===== config.mk =====
export PLATFORM = sky130hd
export DESIGN_NAME = tt_counter_core
export DESIGN_NICKNAME = d
export VERILOG_FILES = /design/src/rtl/tt_counter_core.sv
export SDC_FILE = /design/constraint.sdc
export NUM_CORES = 1
export LEC_CHECK = 0
export CAP_MARGIN = 20
export CORE_UTILIZATION = 36
export CTS_CLUSTER_DIAMETER = 30
export CTS_CLUSTER_SIZE = 8
export DETAILED_ROUTE_END_ITERATION = 8
export SYNTH_ARGS = -nofsm -noshare
export SYNTH_HDL_FRONTEND = slang
export SYNTH_SLANG_ARGS = --single-unit

===== constraint.sdc =====
create_clock -name clk -period 4.11 [get_ports clk]
set_clock_uncertainty 0.2 [all_clocks]
set_input_delay 1.0275 -clock clk [delete_from_list [all_inputs] [get_ports clk]]
set_output_delay 1.0275 -clock clk [all_outputs]
set_load 0.1 [all_outputs]

===== src/rtl/tt_counter_core.sv =====
// tt_counter_core: prescaled up/down counter with modulo limit, wrap/saturate, load, tc and compare match
module tt_counter_core #(
    parameter int WIDTH   = 8,
    parameter int PRESC_W = 4
) (
    input  logic               clk,
    input  logic               rst,
    input  logic               en,
    input  logic               up,
    input  logic               mode,
    input  logic               load,
    input  logic [WIDTH-1:0]   load_val,
    input  logic [WIDTH-1:0]   limit,
    input  logic [PRESC_W-1:0] presc,
    input  logic [WIDTH-1:0]   cmp_val,
    output logic [WIDTH-1:0]   count,
    output logic               tc,
    output logic               match,
    output logic               tick
);
    logic [PRESC_W-1:0] pdiv_q, pdiv_d;
    logic [WIDTH-1:0]   count_q, count_d;
    logic               tc_q, tc_d, tick_q, tick_d, match_q;
    logic               step;

    // next-state: load beats step beats hold; tc flags wraps and fresh arrivals at a saturate boundary
    always_comb begin
        step    = en && (pdiv_q == presc);
        pdiv_d  = en ? (step ? '0 : pdiv_q + PRESC_W'(1)) : pdiv_q;
        count_d = count_q;
        tc_d    = 1'b0;
        tick_d  = 1'b0;
        if (load) begin
            count_d = (load_val > limit) ? limit : load_val;
            pdiv_d  = '0;
        end else if (step) begin
            tick_d = 1'b1;
            if (up) begin
                count_d = (count_q < limit) ? count_q + WIDTH'(1) : (mode ? limit : '0);
                tc_d    = (count_q < limit) ? (mode && count_d == limit) : (!mode || count_q != limit);
            end else begin
                count_d = (count_q > limit) ? limit :
                          (count_q != '0)   ? count_q - WIDTH'(1) : (mode ? '0 : limit);
                tc_d    = (count_q > limit) ? 1'b0 :
                          (count_q != '0)   ? (mode && count_q == WIDTH'(1)) : !mode;
            end
        end
    end

    // state registers; match is computed from the next count so it lines up with count
    always_ff @(posedge clk or posedge rst) begin
        if (rst) begin
            pdiv_q  <= '0;
            count_q <= '0;
            tc_q    <= 1'b0;
            tick_q  <= 1'b0;
            match_q <= 1'b0;
        end else begin
            pdiv_q  <= pdiv_d;
            count_q <= count_d;
            tc_q    <= tc_d;
            tick_q  <= tick_d;
            match_q <= (count_d == cmp_val);
        end
    end

    assign count = count_q;
    assign tc    = tc_q;
    assign tick  = tick_q;
    assign match = match_q;
endmodule


### After elaboration in Yosys (flattened, before gate mapping)

Cells that the tools add are included.

| storage, ports and cells | value |
|---|---|
| bits in registers | 15 |
| output and inout port bits | 11 |
| input bits | 34 |

| operators by class | value |
|---|---|
| magnitude comparators | 3 |
| multiplexer cells | 20 |
| $add $sub $neg | 3 |
| equality and inequality tests | 5 |
| reduce and logical (&&, ||, !) cells | 7 |

Operators by type and width:

| cell | number |
|---|---|
| $mux W8 | 9 |
| $eq A8 B8 Y1 | 2 |
| $gt A8 B8 Y1 | 2 |
| $mux W4 | 3 |
| $add A8 B1 Y8 const B | 1 |
| $eq A8 B1 Y1 const B | 1 |
| $lt A8 B8 Y1 | 1 |
| $mux W1 | 8 |
| $ne A8 B8 Y1 | 1 |
| $reduce_bool A8 Y1 | 1 |
| $sub A8 B1 Y8 const B | 1 |
| $add A4 B1 Y4 const B | 1 |
| $eq A4 B4 Y1 | 1 |
| $logic_and A1 B1 Y1 | 3 |
| $reduce_bool A2 Y1 | 1 |
| $logic_not A1 Y1 | 1 |
| $logic_or A1 B1 Y1 | 1 |

### Logic depth before layout (Yosys ltp)

| logic depth | value |
|---|---|
| depth after elaboration | 8 |
| mapped depth | 12 |
| depth with buffers taken out | 11 |

### Worst setup path before layout

OpenSTA, ideal clock, no wires.

| timing | value |
|---|---|
| path kind | reg2reg |
| start point | reg count_q[0] (netlist: count[0]) |
| end point | reg match_q (netlist: match) |
| library setup time | 127 ps |
| cell stages (with the launch flop) | 13 |
| setup slack | 381 ps |
| arrival | 3402 ps |
| cell sequence | dfrtp_1 > clkbuf_1 > inv_1 > ha_1 > nand4_1 > nor2_1 > nor2_1 > a211o_2 > a221o_2 > a31o_2 > o2111a_1 > o2111ai_1 > nor4_2 |

| on the way | value |
|---|---|
| longest elaborated chain between the ends | 7 |
| elaborated cells on any way between the ends | 12 |
| classes of those cells | add/sub: 2; order compare: 2; eq/ne: 1; mux: 6; reduce/logical: 1 |

RTL lines:

| what | RTL line | RTL |
|---|---|---|
| start, declared | 22 | `logic [WIDTH-1:0] count_q, count_d;` |
| start signal, assigned | 60 | `count_q <= count_d;` |
| $sub A8 B1 Y8 or $reduce_bool A8 Y1 (tied branches) | 43 | `(count_q != '0) ? count_q - WIDTH'(1) : (mode ? '0 : limit);` |
| $mux W8 | 43 |  |
| $mux W8 | 42 | `count_d = (count_q > limit) ? limit :` |
| $mux W8 * | 38 | `if (up) begin` |
| $mux W8 * | 36 | `end else if (step) begin` |
| $mux W8 * | 33 | `if (load) begin` |
| named net count_d[4] | 22 |  |
| $eq A8 B8 Y1 * | 63 | `match_q <= (count_d == cmp_val);` |
| end signal, assigned | 63 |  |
| end, declared | 23 | `logic tc_q, tc_d, tick_q, tick_d, match_q;` |

Mark *: on every way through the listed nets, which the timed path passes. The rest lies on a longest branch.
A chain may end at the register's enable or synchronous reset.

### Worst setup path after layout

| timing | value |
|---|---|
| start point | in limit[5] |
| end point | reg match_q (netlist: match) |

| on the way | value |
|---|---|
| elaborated cells on any way between the ends | 13 |
| classes of those cells | order compare: 3; eq/ne: 1; mux: 9 |

RTL lines:

| what | RTL line | RTL |
|---|---|---|
| start, declared | 13 | `input logic [WIDTH-1:0] limit,` |
| $gt A8 B8 Y1 or $lt A8 B8 Y1 (tied branches) | 42, 39 |  |
| $mux W8, on equally long branches | 42, 39 |  |
| $mux W8 | 38 |  |
| $mux W8 | 36 |  |
| $mux W8 * | 33 |  |
| named net count_d[4] | 22 |  |
| $eq A8 B8 Y1 * | 63 |  |

Marked as above.

==> impl_metrics.env <==
export IMPL_status="finished, final reports clean"
export IMPL_grt_use_met1=0.321
export IMPL_numCtsBuffers=3
export IMPL_antenna_found_initial=0
export IMPL_peakVddDrop_uv=195
export IMPL_vias=2319
export IMPL_start_util=0.379
export IMPL_wire_per_inst_um=16.4
export IMPL_finalCritPeriodShare=0.974
export IMPL_crit_fanout=5
export IMPL_die_area_sq_um=6220
export IMPL_finalHoldViolCount=0
export IMPL_grt_util_met3=0.0425
export IMPL_pre_cts_slack_ns=-0.204
export IMPL_clockBufferDepth=2
export IMPL_htreeDepth=1
export IMPL_required_ns=4.04
export IMPL_postSynthCellCount=264
export IMPL_postSynthAreaPerCell_sq_um=8.05
export IMPL_core_area_sq_um=5610
export IMPL_hold_class="register to register"
export IMPL_period_needed_ns=4.00
export IMPL_via_per_inst=5.38
export IMPL_instances_no_fill=431
export IMPL_setup_viol=0
export IMPL_layout_nets=415
export IMPL_cts_root_buf="clkbuf_8"
export IMPL_cellPowerDensity_nw_per_um2=289
export IMPL_regArea_sq_um=375
export IMPL_hpwl_um=5490
export IMPL_synth_nets=319
export IMPL_num_rows=27
export IMPL_dieHeight_um=78.8
export IMPL_die_width_um=78.8
export IMPL_globalRoute_busiestLayer="met2"
export IMPL_leakage_nw=1.41
export IMPL_synth_area_sq_um=2130
export IMPL_drcViolationCount=0
export IMPL_grt_pass1_vias=2348
export IMPL_cts_tree="done"
export IMPL_synth_warning_count=0
export IMPL_diodes=0
export IMPL_gp_congestion=0.916
export IMPL_async_flop_share=1.00
export IMPL_finalWorstSetupSlack_ns=0.107
export IMPL_ys_seq_area_frac=0.177
export IMPL_first_iter_violations=111
export IMPL_grt_usage=0.232
export IMPL_synth_edff_count=0
export IMPL_filler_cell_count=542
export IMPL_fmax_mhz=250
export IMPL_final_common_cell="buf_4"
export IMPL_ys_types=57
export IMPL_grt_pass1_wl_um=11300
export IMPL_synth_ff_type="dfrtp_1"
export IMPL_path_class="input pin to register"
export IMPL_firstDrtPassIters=4
export IMPL_end_kind="register"
export IMPL_use_met2=0.364
export IMPL_layout_drive_gt1_share=0.284
export IMPL_boundaryPins=45
export IMPL_placed_cells=424
export IMPL_max_cap_violations=0
export IMPL_startpoint_type="input pin"
export IMPL_clock_sinks=15
export IMPL_syn_to_final_growth_pct=49.6
export IMPL_io_buffer_count=44
export IMPL_crit_arrival_ns=3.93
export IMPL_clock_latency_ns=0.25
export IMPL_postRouteAntennaNets=0
export IMPL_multi_input_area_sq_um=1740
export IMPL_cts_hold_buffers=0
export IMPL_grt_max_degree=16
export IMPL_synth_seq_cells=15
export IMPL_overflow=0
export IMPL_finalWirelength_um=7080
export IMPL_worst_pin_slew_ns=0.973
export IMPL_clkTransAtPathRegs_ns=0.07
export IMPL_slew_headroom=0.349
export IMPL_final_cell_mix="67 x buf_4, 36 x clkdlybuf4s50_1, 19 x ha_1"
export IMPL_slew_violations=0
-- power breakdown --
| part | switching (W) | internal (W) | total, W | leakage, nW |
|---|---|---|---|---|
| clock network | 0.0000528 | 0.0000686 | 0.000121 | 0.0228 |
| registers | 0.0000325 | 0.000161 | 0.000193 | 0.192 |
| logic | 0.000339 | 0.000265 | 0.000604 | 1.20 |
-- layer usage --
layer | up-vias | part of all wire
met3 | 11 | 0.062
met5 | - | 0
li1 | 1176 | -
met4 | 0 | 0.017
met1 | 1054 | 0.48
met2 | 78 | 0.44
-- logic make-up after synthesis --
family,after synthesis,share of synthesized area
and+or+nand+nor,84,0.208
AOI/OAI and AO/OA,75,0.260
xor gates and xnor gates,30,0.124
buffers and inverters,29,0.0606
adders and majority gates,21,0.124
DFF,15,0.177
muxes,10,0.0477
-- through the flow --
stage                     total power [W]  cell area (sq um)   util  hold WS, ns  setup TNS (ns)
after floorplan                  0.000546               2130      -        0.323               0
after global placement           0.000753               2990  0.533        0.344          -0.165
after CTS                        0.000878               3040  0.542        0.365               0
after global routing             0.000972               3180  0.567        0.402        -0.00200
final                            0.000918               3180  0.567        0.375               0
after detailed placement         0.000753               2990  0.533        0.357          -0.204
-- Yosys cell counts (4+ instances only) --
master | count | area (sq um)
nand3_1 | 14 | 70.1
nor3_1 | 5 | 25.0
nand2_1 | 17 | 63.8
o2111ai_1 | 4 | 35.0
o21ai_0 | 9 | 45.0
nor2_1 | 20 | 75.1
a31o_2 | 4 | 35.0
clkbuf_1 | 8 | 30.0
inv_1 | 16 | 60.1
a21oi_1 | 17 | 85.1
xnor2_1 | 16 | 140
o211ai_1 | 7 | 52.6
a221o_2 | 5 | 56.3
ha_1 | 21 | 263
nand4_1 | 6 | 37.5
a31oi_1 | 4 | 25.0
dfrtp_1 | 15 | 375
xor2_1 | 14 | 123
mux2i_1 | 9 | 90.1
-- cell type report --
type,instances,share of cell area
clock buffers,4,0.0142
inverters,17,0.0201
multi-input cells,220,0.548
flip-flops and latches,15,0.118
well taps,72,0.0283
repair buffers,103,0.271
-- worst max-delay path: stages --
cell	delay (ns)
clkdlybuf4s50_1	0.48
inv_1	0.08
ha_1	0.30
nand4_1	0.20
nor2_2	0.19
a211oi_1	0.08
a211o_2	0.34
buf_4	0.17
a221o_2	0.39
a31o_2	0.26
o2111a_1	0.24
o2111ai_2	0.10
nor4_2	0.05
-- path summary, 6_finish.rpt --
kind	cells past startpoint	from	end	slack, ns
max	13	limit[5]	match$_DFF_PP0_	0.11
min	2	pdiv_q[3]$_DFFE_PP0P_	pdiv_q[3]$_DFFE_PP0P_	0.38
max reg2reg	11	count[1]$_DFF_PP0_	match$_DFF_PP0_	0.82
min reg2reg	2	pdiv_q[3]$_DFFE_PP0P_	pdiv_q[3]$_DFFE_PP0P_	0.38
min in group asynchronous	2	rst	count[4]$_DFF_PP0_	0.94
max in group asynchronous	2	rst	tick$_DFF_PP0_	2.38
-- flip-flops by register name, indices dropped and copies added (netlist names) --
name and flops:
tick 1, count 8, match 1, pdiv_q 4, tc 1
-- timing repair --
action                                 4_1_cts  5_1_grt
pin swaps                                    0       11
setup buffers                                0        3
endpoints found under the hold margin        0        0
setup endpoints to repair                    1        1
gates resized for setup                      1       17
Note: power is estimated with default switching activity, not from simulation.
